File: src/rtl/radix_divider.sv
// radix_divider: iterative restoring integer divider that retires
// BITS_PER_CYCLE quotient bits per clock, with signed or unsigned operands
// selected per operation.
//
// Latency is WIDTH/BITS_PER_CYCLE + 1 clocks from the start edge to the
// done pulse.
//
// Divide-by-zero returns quotient all ones, remainder = dividend and sets
// fault. The signed most-negative / -1 case wraps to quotient = dividend.
//
// Optional feature: define RADIX_DIVIDER_EARLY_EXIT_EN to let trivial
// operations complete in the start cycle without raising busy. These are:
// zero divisor, zero dividend, divisor 1, signed divisor -1, and
// |divisor| > |dividend|.
module radix_divider #(
  parameter int WIDTH          = 8,
  parameter int BITS_PER_CYCLE = 2
) (
  input  logic             clock,
  input  logic             reset,
  input  logic             start,
  input  logic             signed_mode,
  input  logic [WIDTH-1:0] dividend,
  input  logic [WIDTH-1:0] divisor,
  output logic [WIDTH-1:0] quotient,
  output logic [WIDTH-1:0] remainder,
  output logic             fault,
  output logic             busy,
  output logic             done
);

  localparam int N  = WIDTH / BITS_PER_CYCLE;
  localparam int CW = (N > 1) ? $clog2(N) : 1;
  localparam logic [CW-1:0]    LAST    = CW'(N - 1);
  localparam logic [CW-1:0]    CNT_ONE = CW'(1);
  localparam logic [WIDTH-1:0] ONE     = WIDTH'(1);

  typedef enum logic [1:0] {
    IDLE,
    DIVIDE,
    FINISH
  } state_t;

  state_t           state;
  logic [CW-1:0]    count;
  logic [WIDTH:0]   rem_q;
  logic [WIDTH-1:0] quo_q;
  logic [WIDTH-1:0] dvs_q;
  logic [WIDTH-1:0] dvd_raw_q;
  logic             neg_quo_q;
  logic             neg_rem_q;
  logic             zero_div_q;

  logic             in_neg_dvd;
  logic             in_neg_dvs;
  logic [WIDTH-1:0] in_dvd_mag;
  logic [WIDTH-1:0] in_dvs_mag;

  logic [WIDTH:0]   step_rem;
  logic [WIDTH-1:0] step_quo;
  logic [WIDTH:0]   shifted;
  logic [WIDTH:0]   diff;

  logic             early_hit;
  logic [WIDTH-1:0] early_quo;
  logic [WIDTH-1:0] early_rem;
  logic             early_fault;

  function automatic logic [WIDTH-1:0] negate(input logic [WIDTH-1:0] v);
    return ~v + ONE;
  endfunction

  // Operand signs and magnitudes. Negating the most negative value yields
  // the same bit pattern, which is its correct unsigned magnitude.
  always_comb begin
    in_neg_dvd = signed_mode & dividend[WIDTH-1];
    in_neg_dvs = signed_mode & divisor[WIDTH-1];
    in_dvd_mag = in_neg_dvd ? negate(dividend) : dividend;
    in_dvs_mag = in_neg_dvs ? negate(divisor) : divisor;
  end

  // Chain of restoring steps for one clock. The quotient register starts
  // out holding the dividend magnitude; its top bit is shifted into the
  // partial remainder, and each new quotient bit enters at the bottom.
  // The extra remainder bit acts as the borrow of the trial subtraction.
  always_comb begin
    step_rem = rem_q;
    step_quo = quo_q;
    shifted  = '0;
    diff     = '0;
    for (int i = 0; i < BITS_PER_CYCLE; i++) begin
      shifted  = {step_rem[WIDTH-1:0], step_quo[WIDTH-1]};
      diff     = shifted - {1'b0, dvs_q};
      step_quo = {step_quo[WIDTH-2:0], ~diff[WIDTH]};
      step_rem = diff[WIDTH] ? shifted : diff;
    end
  end

`ifdef RADIX_DIVIDER_EARLY_EXIT_EN
  // Detect operations whose result is known without iterating. The
  // results match what the iterative path would produce.
  always_comb begin
    early_hit   = 1'b0;
    early_quo   = '0;
    early_rem   = '0;
    early_fault = 1'b0;
    if (divisor == '0) begin
      early_hit   = 1'b1;
      early_quo   = '1;
      early_rem   = dividend;
      early_fault = 1'b1;
    end else if (dividend == '0) begin
      early_hit = 1'b1;
    end else if (divisor == ONE) begin
      early_hit = 1'b1;
      early_quo = dividend;
    end else if (signed_mode && (divisor == '1)) begin
      early_hit = 1'b1;
      early_quo = negate(dividend);
    end else if (in_dvs_mag > in_dvd_mag) begin
      early_hit = 1'b1;
      early_rem = dividend;
    end
  end
`else
  // Without early exit every operation takes the iterative path.
  always_comb begin
    early_hit   = 1'b0;
    early_quo   = '0;
    early_rem   = '0;
    early_fault = 1'b0;
  end
`endif

  // Control FSM and datapath registers: accept, iterate N times, then
  // sign-correct and publish the results with a one-cycle done pulse.
  always_ff @(posedge clock or posedge reset) begin
    if (reset) begin
      state      <= IDLE;
      count      <= '0;
      rem_q      <= '0;
      quo_q      <= '0;
      dvs_q      <= '0;
      dvd_raw_q  <= '0;
      neg_quo_q  <= 1'b0;
      neg_rem_q  <= 1'b0;
      zero_div_q <= 1'b0;
      quotient   <= '0;
      remainder  <= '0;
      fault      <= 1'b0;
      busy       <= 1'b0;
      done       <= 1'b0;
    end else begin
      done <= 1'b0;
      case (state)
        IDLE: begin
          if (start && early_hit) begin
            quotient  <= early_quo;
            remainder <= early_rem;
            fault     <= early_fault;
            done      <= 1'b1;
          end else if (start) begin
            rem_q      <= '0;
            quo_q      <= in_dvd_mag;
            dvs_q      <= in_dvs_mag;
            dvd_raw_q  <= dividend;
            neg_quo_q  <= in_neg_dvd ^ in_neg_dvs;
            neg_rem_q  <= in_neg_dvd;
            zero_div_q <= (divisor == '0);
            count      <= '0;
            busy       <= 1'b1;
            state      <= DIVIDE;
          end
        end
        DIVIDE: begin
          rem_q <= step_rem;
          quo_q <= step_quo;
          count <= count + CNT_ONE;
          if (count == LAST) begin
            state <= FINISH;
          end
        end
        FINISH: begin
          if (zero_div_q) begin
            quotient  <= '1;
            remainder <= dvd_raw_q;
            fault     <= 1'b1;
          end else begin
            quotient  <= neg_quo_q ? negate(quo_q) : quo_q;
            remainder <= neg_rem_q ? negate(rem_q[WIDTH-1:0]) : rem_q[WIDTH-1:0];
            fault     <= 1'b0;
          end
          done  <= 1'b1;
          busy  <= 1'b0;
          state <= IDLE;
        end
        default: begin
          busy  <= 1'b0;
          state <= IDLE;
        end
      endcase
    end
  end

endmodule
File: config.mk
export PLATFORM = sky130hd
export DESIGN_NAME = radix_divider
export DESIGN_NICKNAME = d
export VERILOG_FILES = /design/src/rtl/radix_divider.sv
export SDC_FILE = /design/constraint.sdc
export NUM_CORES = 1
export LEC_CHECK = 0
export CORE_MARGIN = 4
export CORE_UTILIZATION = 29
export DETAILED_ROUTE_END_ITERATION = 12
export SLEW_MARGIN = 20
export SYNTH_ARGS = -nofsm -noshare
export SYNTH_HDL_FRONTEND = slang
export SYNTH_SLANG_ARGS = --single-unit
File: constraint.sdc
create_clock -name clock -period 5.7 [get_ports clock]
set_input_delay 1.71 -clock clock [delete_from_list [all_inputs] [get_ports clock]]
set_output_delay 1.71 -clock clock [all_outputs]
set_load 0.005 [all_outputs]
* Yosys cells after proc, flatten, opt, wreduce, memory -nomap -nowiden
Cells that the tools add are included.
Cells by class: eq/ne operators 5, $add $sub $neg 7, reductions and logical operators 7, mux-type cells 21, bitwise logic cells 10
Operators by type and width (count):
- 8-bit 2-to-1 mux | 10
- 8-bit by 1-bit adder with 8-bit output (second input constant) | 4
- 8-bit inverter | 4
- 8-bit one-hot mux with 2 select lines | 2
- 9-bit by 8-bit subtractor with 9-bit output | 2
- 8-bit zero test | 1
- 2-bit one-hot mux with 2 select lines | 2
- 2-bit AND reduction | 4
- 2-bit 2-to-1 mux | 3
- 2-bit equality test (second input constant) | 2
- 2-bit inequality test (second input constant) | 2
- 1-bit 2-to-1 mux | 3
- 1-bit inverter | 3
- 2-bit by 1-bit adder with 2-bit output (second input constant) | 1
- 1-bit bitwise AND | 2
- 2-bit by 1-bit equality test with 1-bit output (second input constant) | 1
- 2-bit zero test | 1
- 1-bit one-hot mux with 2 select lines | 1
- 2-bit nonzero test | 1
- 1-bit XOR | 1
Word-level totals: output and inout bits 19, register bits 58, input port bits 20

* Logic depth before layout (Yosys ltp)
depth in word-level cells 5, gate-level depth with buffers 19

* Worst setup path after synthesis
OpenSTA, ideal clock, no wires.
kind register to register, start reg rem_q[3], end reg rem_q[0], library setup time 95 ps, arrival 3879 ps, cell stages (with the launch flop) 17, path slack 1726 ps, data required time 5605 ps, period minus slack after synthesis 3974 ps, path through dfrtp_1 ha_1 a21o_1 or4_4 o21ai_4 nand2_2 mux2_2 inv_1 fa_1 a211oi_1 o21ai_1 a31o_2 a21boi_1 mux2i_1 buf_2 a21oi_1 o31ai_1
Between the ends: word-level cells in the longest chain between the ends 5
RTL lines:
- start: declaration | line 46 | logic [WIDTH:0] rem_q;
- start signal: assignment | line 176 | rem_q <= step_rem;
- 9-bit by 8-bit subtractor with 9-bit output | line 93 | diff = shifted - {1'b0, dvs_q};
- 8-bit 2-to-1 mux * | line 95 | step_rem = diff[WIDTH] ? shifted : diff;
- 9-bit by 8-bit subtractor with 9-bit output * | line 93
- 8-bit 2-to-1 mux * | line 95
- 8-bit one-hot mux with 2 select lines * | line 155 | case (state)
Every way passes the cells marked *; elsewhere a longest branch is shown, timed or not. A chain may end at the register's enable or synchronous reset.

* Worst setup path after layout
start reg quo_q[7], end reg rem_q[2]
Between the ends: word-level cells in the longest chain between the ends 5
RTL lines:
- start: declaration | line 47 | logic [WIDTH-1:0] quo_q;
- start signal: assignment | line 164 | quo_q <= in_dvd_mag;
- start signal: assignment | line 177 | quo_q <= step_quo;
- 9-bit by 8-bit subtractor with 9-bit output | line 93
- 8-bit 2-to-1 mux * | line 95
- 9-bit by 8-bit subtractor with 9-bit output | line 93
- 8-bit 2-to-1 mux * | line 95
- 8-bit one-hot mux with 2 select lines * | line 155
Marked as above.

==> results.ini <==
[clock_network]
cts.repair.resized = 0
h-tree-depth = 3
ctsHoldBuffers = 0
clk_pin_slew_ns = 0.05
clkSinkCount = 58
insertion_delay_ns = 0.33
postCtsSetupBuffers = 0
root_buffer = clkbuf_16
numCtsBuffers = 9
cts_tree = yes
cts_buffer_depth = 2

[logic_synthesis]
synthMostInstantiatedCell = nand2_1
synth_async_sr_flop_share = 1.00
synth_top_area_frac = 0.374
yosys_warnings = 0
avgSynthCellArea_sq_um = 8.57
synth_area_leader_cell = dfrtp_1
synth.area.top_cells = dfrtp_1, ha_1, nand2_1
synth_nets = 496
synth_cells = 453
ys_types = 62
synth_edf_count = 0
syn_area_sq_mm = 0.00388
synth_top_cells_by_count = nand2_1, dfrtp_1, o21ai_0
ys.flop_type = dfrtp_1
synth-seq-area-share = 0.374
synth-seq-cells = 58

[routing]
vias = 3386
ant_nets = 0
wirelength_mm = 9.87
post_drt_wl_per_cell_um = 14.9
initialDrtViolationCount = 392
drc = 0
routed_via_density = 5.10
drtPass1Iterations = 5

[critical_path]
crit_type = register to register
critPathArrivalTime_ns = 5.11
worstSetupStartpointType = register
ff2ff_setup_slack_ns = 0.84
crit_chain = inv_1 -> ha_1 -> fa_1 -> nor2b_1 -> o211a_1 -> o31a_1 -> nand2_2 -> mux2_2 -> inv_1 -> fa_1 -> a211oi_1 -> o21ai_1 -> a31o_2 -> a21boi_1 -> mux2i_1 -> nand2_1 -> o211ai_2
r2r_cells = 17
cpPeakStageDelay_ns = 0.66
cp_data_required_time_ns = 5.94
worst_path_max_delay_cell = mux2i_1
cp-end-kind = register
crit_path_max_fanout = 11
rr_startpoint = quo_q[7]
r2r-end = rem_q[2]

[timing]
period_share = 0.853
tns_ns = 0
rsz0062_at_grt = no
finalHoldViolCount = 0
fin_skew_ns = 0.00812
fmaxAchievable_ghz = 0.206
fin_crit_ns = 4.86
tightest_slew_ns = 0.831
slew_headroom = 0.430
setup_violations = 0
report.final.slew_viol_count = 0

[cells_and_area]
fill_cells = 1352
syn_to_final_growth_pct = 20.9
fin_nets = 527
drive_gt1_frac = 0.0676
antennaDiodeCount = 0

[status]
status = finished, final reports clean

[grt]
antenna_found_initial = 0
grt_max_degree = 44
grt_pass1_wl_mm = 16.3
grt_pass1_vias = 3238
grt_overflow = 0
grt_usage = 0.135

[die]
start_util = 0.294
pin_count = 39
die_y_um = 124
rows = 42
fp.dieW_um = 124
core_area_sq_mm = 0.0132
die-area_sq_mm = 0.0153

[place]
port_buffers = 38
hpwl_mm = 7.54
gp_congestion = 0.910

[min_path]
hold_depth = 2
hp-start = quotient[0]
min_path_type = register to register
hold_end = quotient[0]

[run]
max-cap-violations = 0

-- final cells by class --
type / count / area [sq um] / area share
timing repair buffer: 40 / 395 / 0.0842
tap: 176 / 220 / 0.0469
clock buffer: 9 / 225 / 0.0480
inverter: 28 / 105 / 0.0224
clock inverter: 6 / 58.8 / 0.0125
multi-input combinational: 347 / 2240 / 0.477
sequential: 58 / 1450 / 0.309
-- how the worst max path moves through the flow --
stage,from,to,slack [ns],cells after the start
after floorplan,rem_q[3],rem_q[0],1.73,16
after global placement,quo_q[7],rem_q[2],1.02,17
after detailed placement,quo_q[7],rem_q[2],0.90,17
after CTS,quo_q[7],rem_q[2],0.89,17
after global routing,quo_q[7],rem_q[5],0.58,17
final,quo_q[7],rem_q[2],0.84,17
-- kinds of logic after synthesis --
kind of cell / Yosys count / synth area share
buffers and inverters: 48 / 0.0506
DFF: 58 / 0.374
muxes: 8 / 0.0213
AOI/OAI and AO/OA: 128 / 0.209
and+or+nand+nor: 155 / 0.188
adders and majority gates: 23 / 0.0780
xor gates and xnor gates: 33 / 0.0793
-- worst max-delay path, delay by kind of cell, from the launching register on --
family	cells	cell delay (ns)
compound gates	7	1.65
fa+ha+maj	3	1.08
buf+inv	2	0.15
flops	1	0.34
mux	2	0.94
simple gates	3	0.62
-- per-layer routing --
metal  vias up  track usage  part of all wire
met1      1628        0.188              0.47
met5         -            0                 0
met3        12       0.0377             0.049
met2        97        0.205              0.46
met4         0       0.0374             0.012
li1       1649            -                 -
-- cell usage in the layout (no fill, tap or decap), types with 3 or more instances in the layout --
cell type and count:
a21oi_1 28, clkinv_2 4, o21ai_0 41, inv_1 26, xnor2_1 21, a21o_1 5, nand2_1 67, o31ai_1 6
clkdlybuf4s50_1 38, nor3_1 7, nor2_1 32, mux2i_1 6, ha_1 21, nand2b_1 6, a211o_1 3, a22oi_1 6
nor2b_1 6, xor2_1 11, nand3_1 14, o21ai_1 4, dfrtp_1 58, clkbuf_16 9, or3_1 4, a31oi_1 10
-- through the flow --
step / util / hold slack [ns] / instance area [sq um] / setup slack, ns / instances
after floorplan: - / 0.445 / 3880 / 1.73 / 453
after global placement: 0.334 / 0.461 / 4410 / 1.02 / 649
after detailed placement: 0.334 / 0.463 / 4410 / 0.899 / 649
after CTS: 0.356 / 0.475 / 4690 / 0.891 / 664
after global routing: 0.356 / 0.505 / 4690 / 0.585 / 664
final: 0.356 / 0.467 / 4690 / 0.836 / 664
-- sequential cells by signal (all words and copies together), names as in the netlist --
register    cells
done            1
rem_q           8
remainder       8
busy            1
zero_div_q      1
dvs_q           8
neg_quo_q       1
state           2
count           2
quo_q           8
neg_rem_q       1
dvd_raw_q       8
quotient        8
fault           1
Power is not shown: default switching activity piles up to over one toggle a cycle in this logic, so the estimate is an artifact.
